### src/rtl/muldiv_pkg.sv
// muldiv_pkg: shared definitions for the iterative multiply/divide engine.
//   - Op encodings for MULT/MULTU/DIV/DIVU
//   - FSM state encoding
//   - iteration count and counter width
//   - small decode helpers for the Op field
package muldiv_pkg;

  localparam int MULDIV_ITER = 32;
  localparam int CNT_W       = $clog2(MULDIV_ITER);

  localparam logic [1:0] OP_MULT  = 2'b00;
  localparam logic [1:0] OP_MULTU = 2'b01;
  localparam logic [1:0] OP_DIV   = 2'b10;
  localparam logic [1:0] OP_DIVU  = 2'b11;

  typedef enum logic [1:0] {
    ST_IDLE = 2'd0,
    ST_CALC = 2'd1,
    ST_FIX  = 2'd2
  } stateT;

  function automatic logic isDivOp(input logic [1:0] op);
    return (op == OP_DIV) || (op == OP_DIVU);
  endfunction

  function automatic logic isSignedOp(input logic [1:0] op);
    return (op == OP_MULT) || (op == OP_DIV);
  endfunction

endpackage

### src/rtl/muldiv_negate64.sv
// muldiv_negate64: conditional two's-complement negation of a 64-bit word.
// Ports:
//   Negate  in  1  : when high, DataOut = -DataIn, otherwise DataOut = DataIn
//   DataIn  in  64 : value to condition
//   DataOut out 64 : conditioned value
module muldiv_negate64 (
  input  logic        Negate,
  input  logic [63:0] DataIn,
  output logic [63:0] DataOut
);

  assign DataOut = Negate ? (~DataIn + 64'd1) : DataIn;

endmodule

### src/rtl/muldiv_unit.sv
// muldiv_unit: iterative 32-bit MULT/MULTU/DIV/DIVU engine feeding Hi/Lo.
// A Start accepted in IDLE runs 32 CALC iterations and one FIX cycle; the
// result and a one-cycle Done/HiLoWrite pulse appear 33 cycles after Start.
// Busy stays high from the Start edge until the cycle after Done.
// Optional feature macro: MULDIV_ABORT_EN adds the Abort (pipeline flush) port.
// Ports:
//   Clk       in  1  : rising-edge clock
//   Reset     in  1  : asynchronous active-low reset
//   Start     in  1  : request strobe, honoured only when idle and not busy
//   Op        in  2  : 00 MULT, 01 MULTU, 10 DIV, 11 DIVU
//   OperandA  in  32 : multiplicand / dividend
//   OperandB  in  32 : multiplier / divisor
//   Abort     in  1  : kill in-flight operation (MULDIV_ABORT_EN only)
//   Busy      out 1  : operation in flight
//   Done      out 1  : one-cycle completion pulse
//   HiLoWrite out 1  : Hi/Lo write enable (same as Done)
//   HiOut     out 32 : product[63:32] or remainder, held until next Done
//   LoOut     out 32 : product[31:0] or quotient, held until next Done
//   DivZero   out 1  : divide had a zero divisor, held with the result
module muldiv_unit
  import muldiv_pkg::*;
(
  input  logic        Clk,
  input  logic        Reset,
  input  logic        Start,
  input  logic [1:0]  Op,
  input  logic [31:0] OperandA,
  input  logic [31:0] OperandB,
`ifdef MULDIV_ABORT_EN
  input  logic        Abort,
`endif
  output logic        Busy,
  output logic        Done,
  output logic        HiLoWrite,
  output logic [31:0] HiOut,
  output logic [31:0] LoOut,
  output logic        DivZero
);

  logic abortHit;
`ifdef MULDIV_ABORT_EN
  assign abortHit = Abort;
`else
  assign abortHit = 1'b0;
`endif

  // Control state
  stateT              state, nextState;
  logic [CNT_W-1:0]   count;
  logic               busyR, doneR, divZeroR;
  logic [31:0]        hiR, loR;
  logic               accept, step, finish;

  // Datapath state (no reset: only meaningful after a Start is accepted)
  logic [1:0]         opR;
  logic               signQ, signR, dzPend;
  logic [31:0]        operandR;   // multiplicand for multiply, divisor for divide
  logic [31:0]        rawA;
  logic [63:0]        acc;        // {upper, lower}: product or {remainder, dividend/quotient}

  // Operand magnitudes
  logic [63:0] negAOut, negBOut;
  logic [31:0] magA, magB;
  logic [31:0] unusedMagAHi, unusedMagBHi;
  logic        startSigned;

  assign startSigned = isSignedOp(Op);

  muldiv_negate64 uNegA (
    .Negate  (startSigned & OperandA[31]),
    .DataIn  ({32'd0, OperandA}),
    .DataOut (negAOut)
  );

  muldiv_negate64 uNegB (
    .Negate  (startSigned & OperandB[31]),
    .DataIn  ({32'd0, OperandB}),
    .DataOut (negBOut)
  );

  assign {unusedMagAHi, magA} = negAOut;
  assign {unusedMagBHi, magB} = negBOut;

  // Multiply step: 33-bit add into the upper half keeps the carry, which
  // becomes the top bit after the right shift.
  logic [32:0] mulSum;
  logic [63:0] mulNext;
  assign mulSum  = {1'b0, acc[63:32]} + {1'b0, operandR};
  assign mulNext = acc[0] ? {mulSum, acc[31:1]} : {1'b0, acc[63:1]};

  // Divide step: the shifted partial remainder can reach 33 bits, so the
  // trial subtract carries an extra borrow bit to get a reliable sign.
  logic [32:0] remShift;
  logic [33:0] trial;
  logic        trialNeg, unusedTrialBit;
  logic [31:0] trialRem;
  logic [63:0] divNext;
  assign remShift = {acc[63:32], acc[31]};
  assign trial    = {1'b0, remShift} - {2'b00, operandR};
  assign {trialNeg, unusedTrialBit, trialRem} = trial;
  assign divNext  = trialNeg ? {remShift[31:0], acc[30:0], 1'b0}
                             : {trialRem,       acc[30:0], 1'b1};

  // Sign fix. The low word of a 64-bit negate equals the negated low word,
  // so one instance serves both the product and the quotient.
  logic [63:0] fixProd, fixRemFull;
  logic [31:0] fixRem, unusedRemHi;

  muldiv_negate64 uNegProd (
    .Negate  (signQ),
    .DataIn  (acc),
    .DataOut (fixProd)
  );

  muldiv_negate64 uNegRem (
    .Negate  (signR),
    .DataIn  ({32'd0, acc[63:32]}),
    .DataOut (fixRemFull)
  );

  assign {unusedRemHi, fixRem} = fixRemFull;

  logic [31:0] resHi, resLo;
  logic        resDz;

  always_comb begin
    resHi = fixProd[63:32];
    resLo = fixProd[31:0];
    resDz = 1'b0;
    if (dzPend) begin
      // Zero divisor: fixed quotient pattern, raw dividend as remainder.
      resHi = rawA;
      resLo = 32'hFFFF_FFFF;
      resDz = 1'b1;
    end else if (isDivOp(opR)) begin
      resHi = fixRem;
      resLo = fixProd[31:0];
    end
  end

  // FSM next state
  always_comb begin
    nextState = state;
    accept    = 1'b0;
    step      = 1'b0;
    finish    = 1'b0;
    case (state)
      ST_IDLE: begin
        // busyR is still high in the Done cycle; a Start there is dropped.
        if (Start && !busyR && !abortHit) begin
          accept    = 1'b1;
          nextState = ST_CALC;
        end
      end
      ST_CALC: begin
        step = 1'b1;
        if (abortHit)
          nextState = ST_IDLE;
        else if (count == CNT_W'(MULDIV_ITER - 1))
          nextState = ST_FIX;
      end
      ST_FIX: begin
        nextState = ST_IDLE;
        if (!abortHit)
          finish = 1'b1;
      end
      default: nextState = ST_IDLE;
    endcase
  end

  // Control registers and result outputs
  always_ff @(posedge Clk or negedge Reset) begin
    if (!Reset) begin
      state    <= ST_IDLE;
      count    <= '0;
      busyR    <= 1'b0;
      doneR    <= 1'b0;
      hiR      <= '0;
      loR      <= '0;
      divZeroR <= 1'b0;
    end else begin
      state <= nextState;
      doneR <= finish;

      if (state == ST_CALC && nextState == ST_CALC)
        count <= count + CNT_W'(1);
      else
        count <= '0;

      if (accept)
        busyR <= 1'b1;
      else if (abortHit && state != ST_IDLE)
        busyR <= 1'b0;
      else if (doneR)
        busyR <= 1'b0;

      if (finish) begin
        hiR      <= resHi;
        loR      <= resLo;
        divZeroR <= resDz;
      end
    end
  end

  // Datapath registers
  always_ff @(posedge Clk) begin
    if (accept) begin
      opR      <= Op;
      signQ    <= startSigned & (OperandA[31] ^ OperandB[31]);
      signR    <= startSigned & OperandA[31];
      dzPend   <= isDivOp(Op) && (OperandB == 32'd0);
      rawA     <= OperandA;
      operandR <= isDivOp(Op) ? magB : magA;
      acc      <= isDivOp(Op) ? {32'd0, magA} : {32'd0, magB};
    end else if (step) begin
      acc <= isDivOp(opR) ? divNext : mulNext;
    end
  end

  assign Busy      = busyR;
  assign Done      = doneR;
  assign HiLoWrite = doneR;
  assign HiOut     = hiR;
  assign LoOut     = loR;
  assign DivZero   = divZeroR;

endmodule

### config.mk
export PLATFORM = sky130hd
export DESIGN_NAME = muldiv_unit
export DESIGN_NICKNAME = d
export VERILOG_FILES = /design/src/rtl/muldiv_pkg.sv /design/src/rtl/muldiv_negate64.sv /design/src/rtl/muldiv_unit.sv
export SDC_FILE = /design/constraint.sdc
export NUM_CORES = 1
export LEC_CHECK = 0
export CORE_MARGIN = 10
export CORE_UTILIZATION = 40
export DETAILED_ROUTE_END_ITERATION = 16
export HOLD_SLACK_MARGIN = 0.03
export SLEW_MARGIN = 25
export SYNTH_ARGS = -nofsm -noshare
export SYNTH_HDL_FRONTEND = slang
export SYNTH_HIERARCHICAL = 1
export SYNTH_SLANG_ARGS = --single-unit
### constraint.sdc
create_clock -name Clk -period 4.5 [get_ports Clk]
set_clock_uncertainty 0.2 [all_clocks]
set_input_delay 0.45 -clock Clk [delete_from_list [all_inputs] [get_ports Clk]]
set_output_delay 0.45 -clock Clk [all_outputs]
set_load 0.005 [all_outputs]
# == Word level (Yosys, flattened, before mapping) ==
# Cells that the tools add are included.
# totals
ff_bits,207
input_bits,69
out_inout_bits,68
elab_cells,74
# classes
add_sub_neg,7
eq_ne,8
n_mux,25
n_bitwise,8
n_reduce_logical,12
# op_table
op,n
2-to-1 mux 64 bit,6
2-to-1 mux 32 bit,8
adder 32 x 1 -> 32 bit (second input constant),3
NOT 32 bit,3
adder 64 x 1 -> 64 bit (second input constant),1
NOT 64 bit,1
subtractor 33 x 32 -> 34 bit,1
adder 32 x 32 -> 33 bit,1
logical NOT 32 bit,1
equality test 2 bit (second input constant),5
2-to-1 mux 1 bit,7
adder 5 x 1 -> 5 bit (second input constant),1
equality test 5 bit (second input constant),1
2-to-1 mux 5 bit,1
equality test 2 x 1 -> 1 bit (second input constant),2
logical NOT 2 bit,2
2-to-1 mux 2 bit,2
case mux 2 bit (2 select lines),1
nonzero test 2 bit,2
bitwise AND 1 bit,3
logical AND 1 bit,3
logical OR 1 bit,3
logical NOT 1 bit,1
bitwise XOR 1 bit,1

# == Logic depth before layout (Yosys ltp) ==
# Gate-level depths: netlist (run 1).
# logic_depth
ltp_word,7
depth_mapped,15
depth_no_buf,13

# == Cells and area by module ==
# The synthesis (run 1) kept the hierarchy.
# modules_own_cells
mod,n_inst,cells_per_inst,area_each_um2,seq_area_each_um2
muldiv_unit,1,1346,13101.3,5815.6
muldiv_negate64,4,206,1649.1,0.0

# == Worst setup path after synthesis (run 1) ==
# No wires, ideal clock.
# synth_path
path_kind,register -> register
startpoint,reg acc[32]
endpoint,"reg acc[33], data pin"
setup_time_ns,0.382
arrival_time_ns,2.989
required_ns,3.918
setup_slack_ns,0.929
stages_incl_launch_ff,13
path_buffers,2
synth_period_minus_slack_ns,3.571
cell_sequence,edfxtp_1 ha_1 nor2b_1 o31a_1 o21a_4 a31o_4 a2111oi_2 or4_4 a31oi_4 buf_6 buf_6 o211ai_1 a21oi_1
# synth_between
elab_chain_cells,5
# synth_rtl
item,line_no,text
"start, declared",muldiv_unit.sv:59,logic [63:0] acc;
"start signal, assigned",muldiv_unit.sv:214,"acc <= isDivOp(Op) ? {32'd0, magA} : {32'd0, magB};"
"start signal, assigned",muldiv_unit.sv:216,acc <= isDivOp(opR) ? divNext : mulNext;
subtractor 33 x 32 -> 34 bit or adder 32 x 32 -> 33 bit (tied branches),"muldiv_unit.sv:99, muldiv_unit.sv:88",
2-to-1 mux 64 bit (on tied branches),"muldiv_unit.sv:101, muldiv_unit.sv:89",
2-to-1 mux 64 bit (*),muldiv_unit.sv:216,
2-to-1 mux 64 bit (*),muldiv_unit.sv:215,end else if (step) begin
2-to-1 mux 64 bit (*),muldiv_unit.sv:207,if (accept) begin
# Mark *: on every way between the ends. The rest lies on a longest branch, timed or not. The select of a mux whose other input is x is not followed.
# A chain may end at the register's enable or synchronous reset.

# == Worst setup path after layout (run 1) ==
# layout_path
startpoint,reg acc[33]
endpoint,"reg acc[36], data pin"
# Same word-level chain as after synthesis.

==> results of run 1 <==
==> layout make-up <==
type / count / area [um2] / share of cell area
inverter: 69 / 262 / 0.0132
sequential: 206 / 5820 / 0.293
antenna: 1 / 2.50 / 0.000126
clock buffer: 32 / 704 / 0.0355
tap: 539 / 674 / 0.0340
clock inverter: 14 / 128 / 0.00643
timing repair buffer: 167 / 1690 / 0.0849
multi-input combinational: 1479 / 10600 / 0.533
==> layer usage <==
layer / part of all wire / GRT usage
met5: 0 / 0
met4: 0.022 / 0.0505
met3: 0.060 / 0.0247
met2: 0.46 / 0.341
met1: 0.46 / 0.294
==> worst paths after layout <==
check / end / cells past startpoint / slack, ns
setup reg to reg: acc[36]$_SDFFCE_PP0P_ / 11 / 0.51
max in group asynchronous: HiOut[24]$_DFFE_PN0P_ / 3 / 2.93
min in group Clk: count[0]$_DFF_PN0_ / 1 / 0.26
setup / recovery: acc[36]$_SDFFCE_PP0P_ / 11 / 0.51
hold / removal: LoOut[9]$_DFFE_PN0P_ / 2 / 0.25
hold reg to reg: count[0]$_DFF_PN0_ / 1 / 0.26
==> flip-flops by register name, indices dropped and copies added (netlist names) <==
signal / count
rawA: 32
DivZero: 1
acc: 64
LoOut: 32
signQ: 1
HiOut: 32
dzPend: 1
Done: 1
count: 5
Busy: 1
operandR: 32
opR: 1
signR: 1
state: 2
==> worst max-delay path, stage by stage (launching register included) <==
cell,delay [ns]
edfxtp_1,0.67
ha_1,0.38
o21a_1,0.19
o31a_1,0.14
o21a_4,0.26
a31o_4,0.26
a2111oi_2,0.54
or4_4,0.25
a31oi_4,0.13
buf_12,0.21
mux2i_1,0.14
a221oi_1,0.37
==> power breakdown <==
| part | switching (mW) | total (mW) | internal, mW | leakage [nW] |
|---|---|---|---|---|
| logic | 2.84 | 5.15 | 2.31 | 5.10 |
| clock network | 0.873 | 2.10 | 1.22 | 0.410 |
| registers | 0.662 | 3.10 | 2.44 | 2.05 |
==> layout by cell type (no fill, tap or decap), types with 8 or more instances in the layout <==
master / instances
o211ai_1: 10
nand4_1: 10
nor2_1: 120
mux2_2: 45
or4_1: 14
a31oi_1: 11
clkdlybuf4s50_1: 134
dfrtp_1: 74
buf_4: 23
a211oi_1: 46
nand2_1: 170
xor2_1: 20
nand2b_1: 11
inv_1: 68
edfxtp_1: 132
o21ai_0: 160
xnor2_1: 188
o21a_1: 11
nor4_1: 8
or2_2: 13
nor2b_1: 37
nor3_1: 17
a21o_1: 26
o31ai_1: 57
nand3_2: 9
or4_4: 19
clkbuf_16: 27
o41ai_1: 22
or3_1: 19
o21ai_1: 13
ha_1: 70
mux2i_1: 80
nand3_1: 10
a21oi_1: 148
==> metrics by stage <==
stage               cell area (um2)  hold WS, ns
floorplan                     17100      -0.0456
global route                  19900        0.296
CTS                           19800        0.243
global placement              19000        0.248
detailed placement            19000        0.259
finish                        19900        0.250
==> run metrics, run 1 <==
Worst EP required=4.63 ns; Layout area overhead=15.9%; Final Cycle Share=0.887; yosys warns=6; # placed instances=2458; fill cell count=roughly 4000; filler-free cell count of the finished design=approximately 2500; clock insertion delay at the later pin of the skew report=roughly 0.55 ns; Highest Clock Rate=around 0.25 GHz; Worst EP arrival=a little over 4 ns; Die Area=between 0.05 and 0.06 mm2; post-route setup slack=around 0.51 ns; Hold WC Path Type=in -> async; mapped cell area=0.0171 mm2; Worst-path clk slew=approximately 0.060 ns; first-pass GRT wire length=~85000 um; final setup vio count=0; DR WL/cell=between 20 and 25 um; largest net degree at the start of global routing=just under 80; Syn Inst Count=approximately 1900; setup_tns=0 ns; Pwr Density=roughly 520 mW/mm2; CTS tree=yes; kind of critical path=reg -> reg; setup slack at placement=about 0.63 ns; Critical Path Fanout Max=27; Reg-to-Reg Start=acc[33]$_SDFFCE_PP0P_; H-Tree Depth=1; number of antenna violations at the first check in global routing=1; hold-fix buffers at CTS=1; routability cong.=between 0.9 and 1; Max Cap Viol=0; Root Driver=clkbuf_16; Final Util=0.471; GRT Overall Usage=0.210; antenna viol nets, final=0; max-slew violation count=0; standby leakage power=between 7 and 8 nW; unrepaired setup endpoints after global routing=false; CTS buffer count=25; drc violations=0; core area=0.0421 mm2; placed wire-length estimate=roughly 42000 um; Sink Count=approximately 200; CTS Buffer Depth=3; input/output buffers=approximately 140; worst setup path startpoint=acc[33]$_SDFFCE_PP0P_; pin slew with the least headroom to its limit=around 0.96 ns; DR vias/cell=a little under 6; Design Power=a little over 10 mW; vias=14700; Mapped Nets=between 2000 and 2500; I/O pins=between 100 and 150; Die H=between 200 and 250 um; Rel. slew slack=0.360; vias in the first global route=between 10000 and 15000; final hold vios=0; worst ir drop on vdd=about 290 uV; fraction of layout cells with a size suffix above 1=0.111; syn_area_per_cell=9.19 um2; Rows=75; Iteration-0 DRC Markers=1467; status=completed; aggregate global routing overflow=0; post-CTS setup buffer count=0; drt total wl=54900 um; CP Capture Type=flop; CP Launch Type=flop; DR pass1 iterations=7; initial core utilization=0.407; Die W=~230 um; Final nets=approximately 2100; # resized after CTS=0; Final Critical Period=between 3 and 4 ns
Note: power is estimated with default switching activity, not from simulation.
==> run 2, diff against run 1 <==
--- a/config.mk
+++ b/config.mk
@@ -9,6 +9,7 @@
 export CORE_UTILIZATION = 40
 export DETAILED_ROUTE_END_ITERATION = 16
 export HOLD_SLACK_MARGIN = 0.03
+export RECOVER_POWER = 100
 export SLEW_MARGIN = 25
 export SYNTH_ARGS = -nofsm -noshare
 export SYNTH_HDL_FRONTEND = slang
==> run metrics, run 2 (synthesis results as in run 1) <==
Hold WC Path Type=reg -> reg; CTS tree=yes; Layout area overhead=14.8%; antenna viol nets, final=0 (unchanged); Die W=227 um (unchanged); CP Launch Type=flop; pin slew with the least headroom to its limit=2.49 ns (+1.53 ns); Final Util=0.467 (-0.00419); Rel. slew slack=-0.663 (-1.02); # placed instances=2458 (unchanged); setup_tns=0 ns (unchanged); DR top layer=met4; final hold vios=0 (unchanged); routability cong.=0.917 (unchanged); I/O pins=137 (unchanged); reg2reg setup slack=0.27 ns (-0.24 ns); Pwr Density=523 mW/mm2 (+0.47%); setup slack at placement=0.626 ns (unchanged); aggregate global routing overflow=0 (unchanged); fraction of layout cells with a size suffix above 1=0.0951 (-0.0163); post-route setup slack=0.269 ns (-0.242 ns); clock insertion delay at the later pin of the skew report=0.56 ns (about the same); DR pass1 iterations=6 (-1); final setup vio count=0 (unchanged); vias=14800 (+0.49%); worst setup path startpoint=acc[10]$_DFFE_PP_; max-slew violation count=308 (+308); kind of critical path=reg -> reg; Iteration-0 DRC Markers=1372 (-6.5%); met1 wire length=25100 um (-0.59%); Reg-to-Reg Start=acc[10]$_DFFE_PP_; unrepaired setup endpoints after global routing=false; Worst EP arrival=4.38 ns (+0.26 ns); Critical Path Fanout Max=5 (-81%); CP Capture Type=flop; vias in the first global route=14100 (unchanged); Final nets=2089 (unchanged); Max Cap Viol=5 (+5); met3 WL=3520 um (+5.8%); Worst setup endpoint=HiOut[22]$_DFFE_PN0P_; Sink Count=206 (unchanged); CTS Buffer Depth=3 (unchanged); Final Critical Period=4.23 ns (+0.242 ns); failing checks=max-capacitance violations, max-slew violations; largest net degree at the start of global routing=79 (unchanged); # resized after CTS=0 (unchanged); first-pass GRT wire length=85000 um (unchanged); hold-fix buffers at CTS=1 (unchanged); Die H=227 um (unchanged); post-CTS setup buffer count=0 (unchanged); filler-free cell count of the finished design=2507 (unchanged); R2R cell count=9 (-2); DR WL/cell=22.0 um (+0.39%); input/output buffers=136 (unchanged); Highest Clock Rate=0.236 GHz (-5.7%); commonest non-fill, non-tap cell in the layout=xnor2_1; reg2reg end=HiOut[22]$_DFFE_PN0P_; CTS buffer count=25 (unchanged); largest register by flop count=acc; standby leakage power=7.40 nW (-2.1%); drc violations=0 (unchanged); GRT Overall Usage=0.210 (unchanged); Rows=75 (unchanged); Worst EP required=4.65 ns (+0.02 ns); most frequent cells in the layout=xnor2_1 (188), nand2_1 (170), o21ai_0 (164); max reg flops=64 (unchanged); status=finished, violations left; worst ir drop on vdd=290 uV (+0.37%); drt total wl=55200 um (+0.39%); metal2 WL=25100 um (-0.35%); Worst-path clk slew=0.06 ns (about the same); Root Driver=clkbuf_16; number of antenna violations at the first check in global routing=1 (unchanged); core area=0.0421 mm2 (unchanged); DR vias/cell=5.90 (+0.49%); initial core utilization=0.407 (unchanged); H-Tree Depth=1 (unchanged); Final Cycle Share=0.940 (+0.0537); placed wire-length estimate=41600 um (unchanged); Die Area=0.0515 mm2 (unchanged)
## run 2: worst min path at each step
stage | startpoint | endpoint | slack, ns | depth (start not counted)
6_report | count[0]$_DFF_PN0_ | count[0]$_DFF_PN0_ | 0.27 | 1
5_1_grt | count[0]$_DFF_PN0_ | count[0]$_DFF_PN0_ | 0.30 | 1
4_1_cts | Reset | HiOut[10]$_DFFE_PN0P_ | 0.24 | 2
3_5_place_dp | count[0]$_DFF_PN0_ | count[0]$_DFF_PN0_ | 0.26 | 1
3_3_place_gp | count[0]$_DFF_PN0_ | count[0]$_DFF_PN0_ | 0.25 | 1
2_1_floorplan | Reset | Busy$_DFFE_PN0P_ | -0.05 | 0
## run 2: critical path, cell delays in order, from the launching register on
cell      delay [ns]
edfxtp_1        0.46
or4_1           0.68
nor4_1          0.98
nand4_1         0.53
o41ai_1         0.52
xnor2_1         0.11
mux2i_1         0.25
nor2_1          0.07
a21oi_1         0.14
o21ai_0         0.09
## run 2: final cells by class
class / count / area, um2
diodes: 1 / 2.50
clock buffers: 32 / 704
clock inverters: 14 / 128
fillers: 4029 / 22400
inverters: 69 / 259
multi-input cells: 1479 / 10400
flip-flops and latches: 206 / 5820
well taps: 539 / 674
repair buffers: 167 / 1660
## run 2: through the flow
stage	power, mW	hold WS [ns]	instance area (um2)
floorplan	6.85	-0.0456	17100
global placement	8.17	0.248	19000
detailed placement	8.21	0.259	19000
CTS	10.3	0.243	19800
global route	11.0	0.296	19700
finish	10.3	0.269	19700
## run 2: where the power goes
| part | switching (mW) | internal [mW] | leakage, nW |
|---|---|---|---|
| registers | 0.656 | 2.44 | 2.05 |
| clock network | 0.873 | 1.22 | 0.410 |
| logic | 2.83 | 2.28 | 4.94 |
| total | 4.36 | 5.95 | 7.40 |
## run 2: metal layers
layer / up-vias / global-route usage
met5: - / 0
met4: 0 / 0.0505
met3: 76 / 0.0247
met2: 488 / 0.341
met1: 7205 / 0.294
li1: 7032 / -
